[src/rtl/uart_tx.sv]
// Purpose: 8N1 serial transmitter with a small transmit FIFO and CPU status bits (tbre/tsre/overflow).
// Latency: a byte written at edge E is popped at E+1, and tx falls at E+1; each frame is 10*CLK_DIV cycles.
// Backpressure: tbre drops when the FIFO is full; a write while full is dropped unless a pop happens in the same cycle.

module sync_fifo #(
    parameter int DW    = 8,
    parameter int DEPTH = 4,
    parameter int CNT_W = 3
) (
    input  logic             clk,
    input  logic             rst,
    input  logic             push_vld,
    input  logic [DW-1:0]    push_dat,
    input  logic             pop_vld,
    output logic [DW-1:0]    head_dat,
    output logic             full,
    output logic             empty,
    output logic [CNT_W-1:0] count
);
    // Purpose: synchronous circular-buffer FIFO, head visible combinationally.
    // Latency: a push at edge E is visible at the head after E.
    // Backpressure: a push is accepted when not full, or when a pop happens in the same cycle.

    localparam int AW = (DEPTH > 1) ? $clog2(DEPTH) : 1;
    localparam logic [CNT_W-1:0] FULL_CNT = CNT_W'(DEPTH);

    logic [DW-1:0] mem [DEPTH];
    logic [AW-1:0] wr_ptr;
    logic [AW-1:0] rd_ptr;
    logic          do_push;
    logic          do_pop;

    assign full     = (count == FULL_CNT);
    assign empty    = (count == '0);
    assign head_dat = mem[rd_ptr];
    assign do_pop   = pop_vld && !empty;
    assign do_push  = push_vld && (!full || do_pop);

    always_ff @(posedge clk) begin
        if (do_push) begin
            mem[wr_ptr] <= push_dat;
        end
    end

    // DEPTH is a power of two, so the pointers wrap on their own.
    always_ff @(posedge clk) begin
        if (!rst) begin
            wr_ptr <= '0;
            rd_ptr <= '0;
            count  <= '0;
        end else begin
            if (do_push) begin
                wr_ptr <= wr_ptr + 1'b1;
            end
            if (do_pop) begin
                rd_ptr <= rd_ptr + 1'b1;
            end
            case ({do_push, do_pop})
                2'b10:   count <= count + 1'b1;
                2'b01:   count <= count - 1'b1;
                default: count <= count;
            endcase
        end
    end

endmodule

module uart_tx #(
    parameter int CLK_DIV    = 434,
    parameter int FIFO_DEPTH = 4,
    parameter int CNT_W      = 3
) (
    input  logic             clk,
    input  logic             rst,
    input  logic             wr_en,
    input  logic [7:0]       wr_data,
    output logic             tx,
    output logic             tbre,
    output logic             tsre,
    output logic             overflow,
    output logic [CNT_W-1:0] fifo_count
);
    // Purpose: shifts queued bytes out as 8N1 frames, LSB first, on an idle-high line.
    // Latency: tx falls one edge after the write edge; back-to-back frames are contiguous.
    // Backpressure: tbre=0 while full; a dropped write sets the sticky overflow flag.

    localparam int BW = (CLK_DIV > 1) ? $clog2(CLK_DIV) : 1;
    localparam logic [BW-1:0] BAUD_LAST = BW'(CLK_DIV - 1);

    typedef enum logic [1:0] {
        IDLE  = 2'd0,
        START = 2'd1,
        DATA  = 2'd2,
        STOP  = 2'd3
    } state_t;

    state_t        state, state_n;
    logic [BW-1:0] baud_cnt, baud_cnt_n;
    logic [2:0]    bit_idx, bit_idx_n;
    logic [7:0]    shift, shift_n;
    logic          tx_q, tx_n;
    logic          ovf_q;
    logic          pop;
    logic          baud_done;
    logic          fifo_full;
    logic          fifo_empty;
    logic [7:0]    head;

    sync_fifo #(
        .DW    (8),
        .DEPTH (FIFO_DEPTH),
        .CNT_W (CNT_W)
    ) u_fifo (
        .clk      (clk),
        .rst      (rst),
        .push_vld (wr_en),
        .push_dat (wr_data),
        .pop_vld  (pop),
        .head_dat (head),
        .full     (fifo_full),
        .empty    (fifo_empty),
        .count    (fifo_count)
    );

    assign baud_done = (baud_cnt == BAUD_LAST);

    always_comb begin
        state_n    = state;
        baud_cnt_n = baud_done ? '0 : baud_cnt + 1'b1;
        bit_idx_n  = bit_idx;
        shift_n    = shift;
        tx_n       = tx_q;
        pop        = 1'b0;
        case (state)
            IDLE: begin
                tx_n       = 1'b1;
                baud_cnt_n = '0;
                if (!fifo_empty) begin
                    pop     = 1'b1;
                    shift_n = head;
                    tx_n    = 1'b0;
                    state_n = START;
                end
            end
            START: begin
                if (baud_done) begin
                    state_n   = DATA;
                    bit_idx_n = 3'd0;
                    tx_n      = shift[0];
                    shift_n   = {1'b0, shift[7:1]};
                end
            end
            DATA: begin
                if (baud_done) begin
                    if (bit_idx == 3'd7) begin
                        state_n = STOP;
                        tx_n    = 1'b1;
                    end else begin
                        bit_idx_n = bit_idx + 3'd1;
                        tx_n      = shift[0];
                        shift_n   = {1'b0, shift[7:1]};
                    end
                end
            end
            STOP: begin
                // Chain straight into the next start bit so queued frames leave no idle gap.
                if (baud_done) begin
                    if (!fifo_empty) begin
                        pop     = 1'b1;
                        shift_n = head;
                        tx_n    = 1'b0;
                        state_n = START;
                    end else begin
                        tx_n    = 1'b1;
                        state_n = IDLE;
                    end
                end
            end
            default: begin
                state_n = IDLE;
                tx_n    = 1'b1;
            end
        endcase
    end

    always_ff @(posedge clk) begin
        if (!rst) begin
            state    <= IDLE;
            baud_cnt <= '0;
            bit_idx  <= '0;
            shift    <= '0;
            tx_q     <= 1'b1;
            ovf_q    <= 1'b0;
        end else begin
            state    <= state_n;
            baud_cnt <= baud_cnt_n;
            bit_idx  <= bit_idx_n;
            shift    <= shift_n;
            tx_q     <= tx_n;
            if (wr_en && fifo_full && !pop) begin
                ovf_q <= 1'b1;
            end
        end
    end

    assign tx       = tx_q;
    assign overflow = ovf_q;
    assign tbre     = !fifo_full;
    assign tsre     = (state == IDLE) && fifo_empty;

endmodule

[config.mk]
export PLATFORM = sky130hd
export DESIGN_NAME = uart_tx
export DESIGN_NICKNAME = d
export VERILOG_FILES = /design/src/rtl/uart_tx.sv
export SDC_FILE = /design/constraint.sdc
export NUM_CORES = 1
export LEC_CHECK = 0
export ABC_AREA = 0
export CAP_MARGIN = 20
export CORE_MARGIN = 5
export CORE_UTILIZATION = 57
export CTS_CLUSTER_SIZE = 16
export DETAILED_ROUTE_END_ITERATION = 8
export PLACE_DENSITY = 0.77
export SYNTH_ARGS = -nofsm -noshare
export SYNTH_HDL_FRONTEND = slang
export SYNTH_SLANG_ARGS = --single-unit
[constraint.sdc]
create_clock -name clk -period 2.8 [get_ports clk]
set_input_delay 0.28 -clock clk [delete_from_list [all_inputs] [get_ports clk]]
set_output_delay 0.28 -clock clk [all_outputs]
set_load 0.05 [all_outputs]
# Word level (Yosys, flattened, before mapping)
# Memory sizes are Yosys's and may differ from the RTL's. A register that Yosys moved wholly into a read port is not among the register bits.
# Index checks and enable logic that the tools add are counted.
[classes]
n_reduce_logical = 18
shifts = 0
n_lt_le_gt_ge = 0
addsub = 6
mux = 31
n_div = 0
bitwise_logic = 1
n_mul = 0
eq_ne = 14
[op_table]
columns = ["op", "n"]
rows = [
  ["$mux W8", 5],
  ["$pmux W8 S4", 1],
  ["$mux W2", 7],
  ["$ne A2 B2 Y1 const B", 6],
  ["$pmux W3 S2", 2],
  ["$mux W1", 10],
  ["$add A9 B1 Y9 const B", 1],
  ["$eq A9 B9 Y1 const B", 1],
  ["$mux W3", 3],
  ["$pmux W2 S4", 1],
  ["$reduce_and A4 Y1", 2],
  ["$add A3 B1 Y3 const B", 2],
  ["$eq A2 B2 Y1 const B", 3],
  ["$eq A3 B3 Y1 const B", 2],
  ["$logic_and A1 B1 Y1", 5],
  ["$reduce_and A5 Y1", 1],
  ["$add A2 B1 Y2 const B", 2],
  ["$eq A2 B1 Y1 const B", 2],
  ["$pmux W1 S4", 1],
  ["$reduce_bool A2 Y1", 2],
  ["$logic_not A1 Y1", 3],
  ["$logic_not A3 Y1", 1],
  ["$reduce_and A3 Y1", 1],
  ["$reduce_or A3 Y1", 1],
  ["other kinds (5)", 5],
]
[word_totals]
output_inout_bits = 7
memories = 1
mem_bits_rw = 32
word_cells = 80
inputBits = 11
rom_bits = 0
register_bits = 31
latchBits = 0
[mem_list]
columns = ["memory", "depth", "width", "read_ports", "rd_ports_with_merged_regs", "wr", "line_no", "source"]
rows = [
  ["u_fifo.mem", 4, 8, 1, 1, 1, "27", "logic [DW-1:0] mem [DEPTH];"],
]

# Depth between registers and ports, before layout
# Gate-level depths: netlist of run 1.
[depth]
word_depth = 9
mapped_depth = 9
ltp_nobuf = 9

# Modules after synthesis
# Synthesis of run 1 repeated with hierarchy kept, for this count alone.
[unflattened]
cells_unflattened = 234
hier_area_um2 = 2920.3
[by_module_without_submodules]
columns = ["mod", "seq_area_each_um2", "cells_per_inst", "area_each_um2", "n_inst"]
rows = [
  ["sync_fifo", 1141.1, 96, 1645.3, 1],
  ["uart_tx", 480.5, 138, 1275.0, 1],
]

# Worst setup path after synthesis of run 1
# OpenSTA, ideal clock, no wires.
[synth_path]
path_kind = "reg-to-reg"
start = "reg state[1]"
end = "mem u_fifo.mem[0][0] (enable)"
setup_slack_ns = 0.567
arrival_ns = 1.956
path_stages_with_launch = 8
synth_period_minus_slack_ns = 2.233
n_path_buf = 1
required_time_ns = 2.523
cell_sequence = "dfxtp_1 inv_1 ha_1 clkbuf_1 nor2b_1 and4_4 o31a_2 and2_1"
[synth_via]
elab_chain_cells = 7
elab_cells_between_ends = 8
cone_classes = "eq/ne: 1; mux: 3; reduce/logical: 4"
[synth_lines]
columns = ["item", "line_no", "source"]
rows = [
  ["from (decl)", "97", "state_t state, state_n;"],
  ["from (signal assigned)", "195", "state <= state_n;"],
  ["$eq A2 B2 Y1 or $logic_not A2 Y1 (tied branches)", "134", "case (state)"],
  ["$pmux W1 S2 (*)", "134", ""],
  ["$logic_and A1 B1 Y1 (*)", "36", "assign do_pop = pop_vld && !empty;"],
  ["$logic_or A1 B1 Y1 (*)", "37", "assign do_push = push_vld && (!full || do_pop);"],
  ["$logic_and A1 B1 Y1 (*)", "37", ""],
  ["$mux W1 (*)", "40", "if (do_push) begin"],
  ["$mux W1 (not written as such) (*)", "41", "mem[wr_ptr] <= push_dat;"],
  ["to (decl)", "27", ""],
]
# Every way passes the cells marked *; elsewhere a longest branch is shown, timed or not.

# Worst setup path after layout of run 1
[layout_path]
start = "reg u_fifo.count[0]"
end = "out tsre"
[layout_via]
elab_chain_cells = 2
[layout_lines]
columns = ["item", "line_no", "source"]
rows = [
  ["from (decl)", "18", "output logic [CNT_W-1:0] count"],
  ["from (signal assigned)", "59", "2'b10: count <= count + 1'b1;"],
  ["from (signal assigned)", "60", "2'b01: count <= count - 1'b1;"],
  ["from (signal assigned)", "61", "default: count <= count;"],
  ["$logic_not A3 Y1", "34", "assign empty = (count == '0);"],
  ["$logic_and A1 B1 Y1", "209", "assign tsre = (state == IDLE) && fifo_empty;"],
  ["to (decl)", "79", "output logic tsre,"],
]
# No other way between the ends.

==> results of run 1 <==
==> sequential cells by signal, indices dropped and copies added (netlist names), named ones only <==
register,flops
bit_idx,3
tx,1
state,2
u_fifo.rd_ptr,2
u_fifo.mem,32
u_fifo.count,3
u_fifo.wr_ptr,2
shift,8
baud_cnt,9
overflow,1
==> synthesized netlist by cell type (all sizes together) <==
library cell	n
mux4	8
xnor2	7
a31oi	1
a211o	1
and2	6
ha	13
clkbuf	8
buf	2
nand3	9
a311oi	7
fa	1
a221oi	1
o21ai	4
nor2b	3
or3	4
xor2	3
inv	8
nor3	3
o31ai	1
a21oi	6
a41oi	1
and4	2
nor2	30
o21bai	1
and3	3
o22ai	1
mux2i	4
o2bb2ai	1
o211ai	2
nand2	22
dfxtp	33
o31a	1
edfxtp	32
nor4b	2
nor4	1
a22oi	2
nand2b	2
==> routing by layer <==
layer | share of wire [%] | routed length (µm)
met2 | 46 | 2220
met5 | 0 | 0
met3 | 5.1 | 244
met1 | 46 | 2200
met4 | 2.7 | 130
==> tightest hold or removal path, stage by stage, from the launching register on <==
cell	delay [ns]
dfxtp_1	0.33
mux2i_1	0.07
nand2_1	0.05
==> final cells by class <==
| cell class | count | area share [%] |
|---|---|---|
| Sequential cell | 65 | 49.0 |
| Multi-Input combinational cell | 153 | 36.5 |
| Timing Repair Buffer | 20 | 5.82 |
| Clock buffer | 9 | 3.74 |
| Tap cell | 70 | 2.65 |
| Clock inverter | 6 | 1.36 |
| Inverter | 8 | 0.908 |
==> kinds of logic (layout without fill, tap and decap cells) <==
family / after synthesis / after routing / share of synthesized area (%)
adder cells (fa/ha/maj): 14 / 14 / 6.30
AO/OA/AOI/OAI: 30 / 30 / 8.50
XOR/XNOR: 10 / 10 / 3.02
AND/OR/NAND/NOR: 87 / 87 / 16.2
buffers and inverters: 18 / 43 / 2.50
flip-flops: 65 / 65 / 55.9
multiplexers: 12 / 12 / 7.59
==> per-stage QoR <==
stage               utilization (%)  hold WS (ns)  worst slack, ns  power, W  cells
CTS                            66.0         0.478            0.408   0.00326    331
finish                         66.0         0.473            0.442   0.00325    331
global placement               62.7         0.446            0.608   0.00256    316
detailed placement             62.7         0.459            0.539   0.00259    316
global route                   66.0         0.502            0.352   0.00346    331
floorplan                         -         0.379            0.567   0.00230    236
==> power by group through the flow <==
stage	Sequential [W]	Clock (W)	Combinational [W]
after detailed placement	0.00128	0	0.00131
after CTS	0.00126	0.000695	0.00131
after global placement	0.00127	0	0.00128
after floorplan	0.00130	0	0.000995
final	0.00126	0.000685	0.00131
after global routing	0.00128	0.000739	0.00144
==> worst max path at each step <==
stage                                      start                      endpoint  slack (ns)  cells after the start
floorplan                  state[1]$_SDFFE_PN0P_    u_fifo.mem[0][0]$_DFFE_PP_        0.57                      7
global placement          baud_cnt[0]$_SDFF_PP0_  u_fifo.count[1]$_SDFFE_PN0P_        0.61                      8
detailed placement        baud_cnt[0]$_SDFF_PP0_  u_fifo.count[1]$_SDFFE_PN0P_        0.54                      8
CTS                 u_fifo.count[0]$_SDFFE_PN0P_                          tsre        0.41                      4
global route        u_fifo.count[0]$_SDFFE_PN0P_                          tsre        0.35                      4
finish              u_fifo.count[0]$_SDFFE_PN0P_                          tsre        0.44                      4
==> impl_metrics.env, run 1 <==
export IMPL_grt_ovfl_total=0
export IMPL_die_h_um=81.3
export IMPL_cts_setup_buffers=0
export IMPL_dr_pass1_iters=4
export IMPL_r2r_cells=6
export IMPL_final_common_cell="dfxtp_1"
export IMPL_cp_required_ns=2.52
export IMPL_multi_input_area_mm2=0.00121
export IMPL_cts_resized=0
export IMPL_powerDensity_mw_per_mm2=981
export IMPL_rsz0062_at_grt="no"
export IMPL_cellLeakagePower_nw=1.14
export IMPL_fillCellCount=393
export IMPL_grt_pass1_wl_um=8180
export IMPL_busiest_layer="met2"
export IMPL_cts_made_buffers=9
export IMPL_cp_max_fo=7
export IMPL_crit_type="flip-flop to output pin"
export IMPL_synth_top_area_cell="edfxtp_1"
export IMPL_post_route_drc_count=0
export IMPL_synthCells=236
export IMPL_gp_congestion=0.785
export IMPL_netlist_area_mm2=0.00290
export IMPL_finClkSkew_ns=0.00710
export IMPL_insertion_delay_ns=0.34
export IMPL_period_share_pct=84.2
export IMPL_finalInstanceArea_mm2=0.00331
export IMPL_num_rows=26
export IMPL_synth_top_area_share_pct=33.1
export IMPL_syn_nets=261
export IMPL_wirelength_um=4800
export IMPL_tritoncts="yes"
export IMPL_slew_violations=0
export IMPL_synth_seq_cells=65
export IMPL_reg2reg_to="u_fifo.mem[0][1]$_DFFE_PP_"
export IMPL_ys_seq_area_share_pct=55.9
export IMPL_ir_drop_v=0.000521
export IMPL_worst_slew_pin_slew_ns=0.533
export IMPL_fmax_ghz=0.424
export IMPL_hold_depth=2
export IMPL_numClockSinks=65
export IMPL_dieArea_mm2=0.00662
export IMPL_grt_use_met2_pct=25.9
export IMPL_wl_per_cell_um=14.5
export IMPL_insertedDiodeCount=0
export IMPL_swShare_pct=38.5
export IMPL_start_util_pct=57.9
export IMPL_cts_root_buf="clkbuf_8"
export IMPL_period_needed_ns=2.36
export IMPL_synth_cell_types=46
export IMPL_crit_buf_inv=2
export IMPL_mostFrequentLayoutCells="dfxtp_1, edfxtp_1, nor2_1"
export IMPL_grtUsageTotal_pct=16.7
export IMPL_ctsHoldBuffers=0
export IMPL_drive_gt1_share_pct=15.3
export IMPL_grt_max_degree=20
export IMPL_path_delay_family="buffers and inverters"
export IMPL_syn_area_per_cell_um2=12.3
export IMPL_viasPerCell=5.47
export IMPL_min_to="tx$_SDFFE_PN1P_"
export IMPL_slowest_stage="clkdlybuf4s50_1"
export IMPL_hp_class="flip-flop to flip-flop"
export IMPL_reg2reg_slack_ns=0.54
export IMPL_num_vias=1809
export IMPL_dp_hpwl_um=3410
export IMPL_power_frac_seq_pct=38.7
export IMPL_seqCellArea_mm2=0.00162
export IMPL_clk_pin_slew_worst_paths_ns=0.07
export IMPL_syn_to_final_growth_pct=14.0
export IMPL_die_w_um=81.3
export IMPL_coreArea_mm2=0.00501
export IMPL_netlist_top_cells_area="edfxtp_1, dfxtp_1, mux4_2"
export IMPL_tns_ns=0
export IMPL_yosysWarnings=0
export IMPL_grtUsageMet3_pct=3.77
export IMPL_cp_arrival_ns=2.08
export IMPL_min_from="tx$_SDFFE_PN1P_"
export IMPL_slew_headroom_pct=64.4
export IMPL_status="complete, no violations"
export IMPL_r2r_start="state[1]$_SDFFE_PN0P_"
export IMPL_clock_path_buffers=2
export IMPL_slowest_delay_ns=0.81
export IMPL_placed_area_mm2=0.00314
export IMPL_io_buffer_count=17
export IMPL_htreeDepth=3
export IMPL_path_cells="nor3_1, buf_4, and2_1, clkdlybuf4s50_1"
export IMPL_p_switching_w=0.00125
export IMPL_drt_initial_drc_count=74
export IMPL_power_internal_w=0.00200
export IMPL_critPathCaptureType="output pin"
export IMPL_fin_nets=282
export IMPL_maxCapViolCount=0
export IMPL_grt_pass1_vias=1784
export IMPL_use_met1_pct=21.3
export IMPL_antenna_found_initial=0
export IMPL_antenna_left=0
export IMPL_clkPwrFrac_pct=21.1
export IMPL_comb_power_share_pct=40.2
export IMPL_io_pin_count=18
export IMPL_start_kind="flip-flop"
export IMPL_timing_final_setup_violations=0
export IMPL_hold_viol=0
Note: power is estimated with default switching activity, not from simulation.
==> run 2, diff against run 1 <==
--- a/config.mk
+++ b/config.mk
@@ -8,10 +8,10 @@
 export ABC_AREA = 0
 export CAP_MARGIN = 20
 export CORE_MARGIN = 5
-export CORE_UTILIZATION = 57
+export CORE_UTILIZATION = 53
 export CTS_CLUSTER_SIZE = 16
 export DETAILED_ROUTE_END_ITERATION = 8
-export PLACE_DENSITY = 0.77
+export PLACE_DENSITY = 0.75
 export SYNTH_ARGS = -nofsm -noshare
 export SYNTH_HDL_FRONTEND = slang
 export SYNTH_SLANG_ARGS = --single-unit
==> constraint.sdc (replaced) <==
create_clock -name clk -period 1.9 [get_ports clk]
set_input_delay 0.19 -clock clk [delete_from_list [all_inputs] [get_ports clk]]
set_output_delay 0.19 -clock clk [all_outputs]
set_load 0.05 [all_outputs]
==> run 2 against run 1 <==
- the run now ends with negative setup slack left
- count of clock-buffer cells in the layout unchanged
- worst setup slack worse by 0.46 ns
- die area rose by 6.6%
- sequential cell count stayed put
- utilization rose by 1.9 points
- critical path type is now flip-flop to flip-flop
- largest cell class unchanged
- largest power group unchanged
- highest routed layer unchanged
==> impl_metrics.env, run 2 (synthesized netlist as in run 1, its figures left out) <==
export IMPL_grt_pass1_vias=1922
export IMPL_status="finished, violations left"
export IMPL_slew_headroom_pct=66.9
export IMPL_die_h_um=84.0
export IMPL_cts_root_buf="clkbuf_8"
export IMPL_viasPerCell=5.33
export IMPL_maxCapViolCount=0
export IMPL_syn_to_final_growth_pct=26.5
export IMPL_drt_initial_drc_count=113
export IMPL_io_buffer_count=17
export IMPL_post_route_drc_count=0
export IMPL_cp_max_fo=2
export IMPL_finClkSkew_ns=0.00909
export IMPL_cellLeakagePower_nw=1.35
export IMPL_tritoncts="yes"
export IMPL_antenna_left=0
export IMPL_p_switching_w=0.00202
export IMPL_die_w_um=84.0
export IMPL_path_cells="inv_1, ha_1, and4_4, a31oi_4, nor4_4, fa_1, and3_1, nand3_1, o211ai_1"
export IMPL_power_frac_seq_pct=32.6
export IMPL_violations="negative setup slack"
export IMPL_dp_worst_setup_slack_ns=-0.0863
export IMPL_cp_arrival_ns=2.13
export IMPL_final_common_cell="buf_4"
export IMPL_period_share_pct=101
export IMPL_reg_top3="u_fifo.mem: 32 flops, baud_cnt: 9 flops, shift: 8 flops"
export IMPL_cts_made_buffers=9
export IMPL_comb_power_share_pct=44.0
export IMPL_gp_congestion=0.757
export IMPL_slowest_delay_ns=0.49
export IMPL_dp_cells=343
export IMPL_mostFrequentLayoutCells="buf_4, edfxtp_1, nor2_1"
export IMPL_period_needed_ns=1.92
export IMPL_htreeDepth=3
export IMPL_worst_slew_pin_slew_ns=0.494
export IMPL_coreArea_mm2=0.00541
export IMPL_grtUsageTotal_pct=16.5
export IMPL_wl_per_cell_um=15.3
export IMPL_clk_pin_slew_worst_paths_ns=0.07
export IMPL_crit_type="flip-flop to flip-flop"
export IMPL_fillCellCount=417
export IMPL_cp_required_ns=2.11
export IMPL_numClockSinks=65
export IMPL_hp_class="flip-flop to flip-flop"
export IMPL_wirelength_um=5600
export IMPL_insertedDiodeCount=0
export IMPL_fin_nets=313
export IMPL_dp_hpwl_um=3870
export IMPL_dieArea_mm2=0.00705
export IMPL_final_cells=365
export IMPL_dr_pass1_iters=4
export IMPL_num_rows=27
export IMPL_ir_drop_v=0.000804
export IMPL_fmax_ghz=0.521
export IMPL_num_vias=1946
export IMPL_clock_path_buffers=2
export IMPL_grt_ovfl_total=0
export IMPL_drive_gt1_share_pct=31.4
export IMPL_slew_violations=0
export IMPL_critPathCaptureType="flip-flop"
export IMPL_clkPwrFrac_pct=23.4
export IMPL_powerDensity_mw_per_mm2=1530
export IMPL_slowest_stage="fa_1"
export IMPL_swShare_pct=35.9
export IMPL_fin_ws_ns=-0.0204
export IMPL_power_w=0.00562
export IMPL_start_util_pct=53.7
export IMPL_grt_pass1_wl_um=9070
export IMPL_top_register="u_fifo.mem"
export IMPL_start_kind="flip-flop"
export IMPL_antenna_found_initial=0
export IMPL_power_internal_w=0.00360
export IMPL_insertion_delay_ns=0.34
export IMPL_timing_final_setup_violations=1
export IMPL_io_pin_count=18
export IMPL_final_util_pct=67.9
export IMPL_largest_register_ff_count=32
export IMPL_hold_viol=0
export IMPL_grt_max_degree=20
export IMPL_rsz0062_at_grt="yes"
==> run 2: changes by cell type in the layout (fill, tap and decap cells not counted), sizes merged <==
cell | previous run | this run
buf | 3 | 35
bufinv | 0 | 2
clkdlybuf4s50 | 17 | 15
clkinv | 2 | 1
clkinvlp | 3 | 2
inv | 9 | 10
nor2 | 30 | 31
==> run 2: timing repair <==
item | CTS | global route
endpoints found under the setup margin | 36 | 46
pin swaps | 5 | 3
hold endpoints to repair | 0 | 0
gates resized for setup | 3 | 3
hold buffers | 0 | 0
gates cloned | 0 | 1
setup buffers | 0 | 5
==> run 2: power groups by stage <==
stage / clock, W / combinational (W) / sequential, W
2_1_floorplan: 0 / 0.00154 / 0.00192
3_3_place_gp: 0 / 0.00220 / 0.00184
3_5_place_dp: 0 / 0.00224 / 0.00185
4_1_cts: 0.00133 / 0.00230 / 0.00183
5_1_grt: 0.00141 / 0.00268 / 0.00186
6_report: 0.00132 / 0.00247 / 0.00183
==> run 2: worst max-delay path: cells and delay by family, from the launching register on <==
family / cells / cell delay, ns
DFF: 1 / 0.31
AOI/OAI and AO/OA: 2 / 0.17
adders and majority gates: 2 / 0.62
buffers and inverters: 1 / 0.05
and+or+nand+nor: 4 / 0.65
==> run 2: layer usage <==
layer	up-vias	wire length, µm	part of all wire, %	GRT usage (%)
met5	-	0	0	0
met3	10	178	3.2	3.75
li1	956	-	-	-
met4	0	98	1.8	6.58
met2	31	2870	51	28.2
met1	949	2450	44	20.1
==> run 2: final cells by class <==
type,instances,area [µm²],area share [%]
clock buffers,9,124,3.38
clock inverters,7,101,2.76
inverters,8,30.0,0.818
multi-input cells,154,1270,34.5
flip-flops and latches,65,1630,44.5
well taps,72,90.1,2.45
repair buffers,50,425,11.6
==> run 2: worst paths after layout <==
kind                                              from                      endpoint  slack (ns)  cells past startpoint
worst max-delay path            baud_cnt[1]$_SDFF_PP0_  u_fifo.count[1]$_SDFFE_PN0P_       -0.02                      9
worst min-delay path             overflow$_SDFFE_PN0P_         overflow$_SDFFE_PN0P_        0.48                      2
worst max register to register  baud_cnt[1]$_SDFF_PP0_  u_fifo.count[1]$_SDFFE_PN0P_       -0.02                      9
worst min register to register   overflow$_SDFFE_PN0P_         overflow$_SDFFE_PN0P_        0.48                      2
==> run 2: per-stage QoR <==
step | hold WS (ns) | instance area (µm²) | TNS [ns]
after floorplan | 0.289 | 2950 | -1.75
after global placement | 0.456 | 3370 | -0.0280
after detailed placement | 0.468 | 3370 | -0.993
after CTS | 0.480 | 3620 | 0
after global routing | 0.493 | 3670 | -0.326
final | 0.483 | 3670 | -0.0204
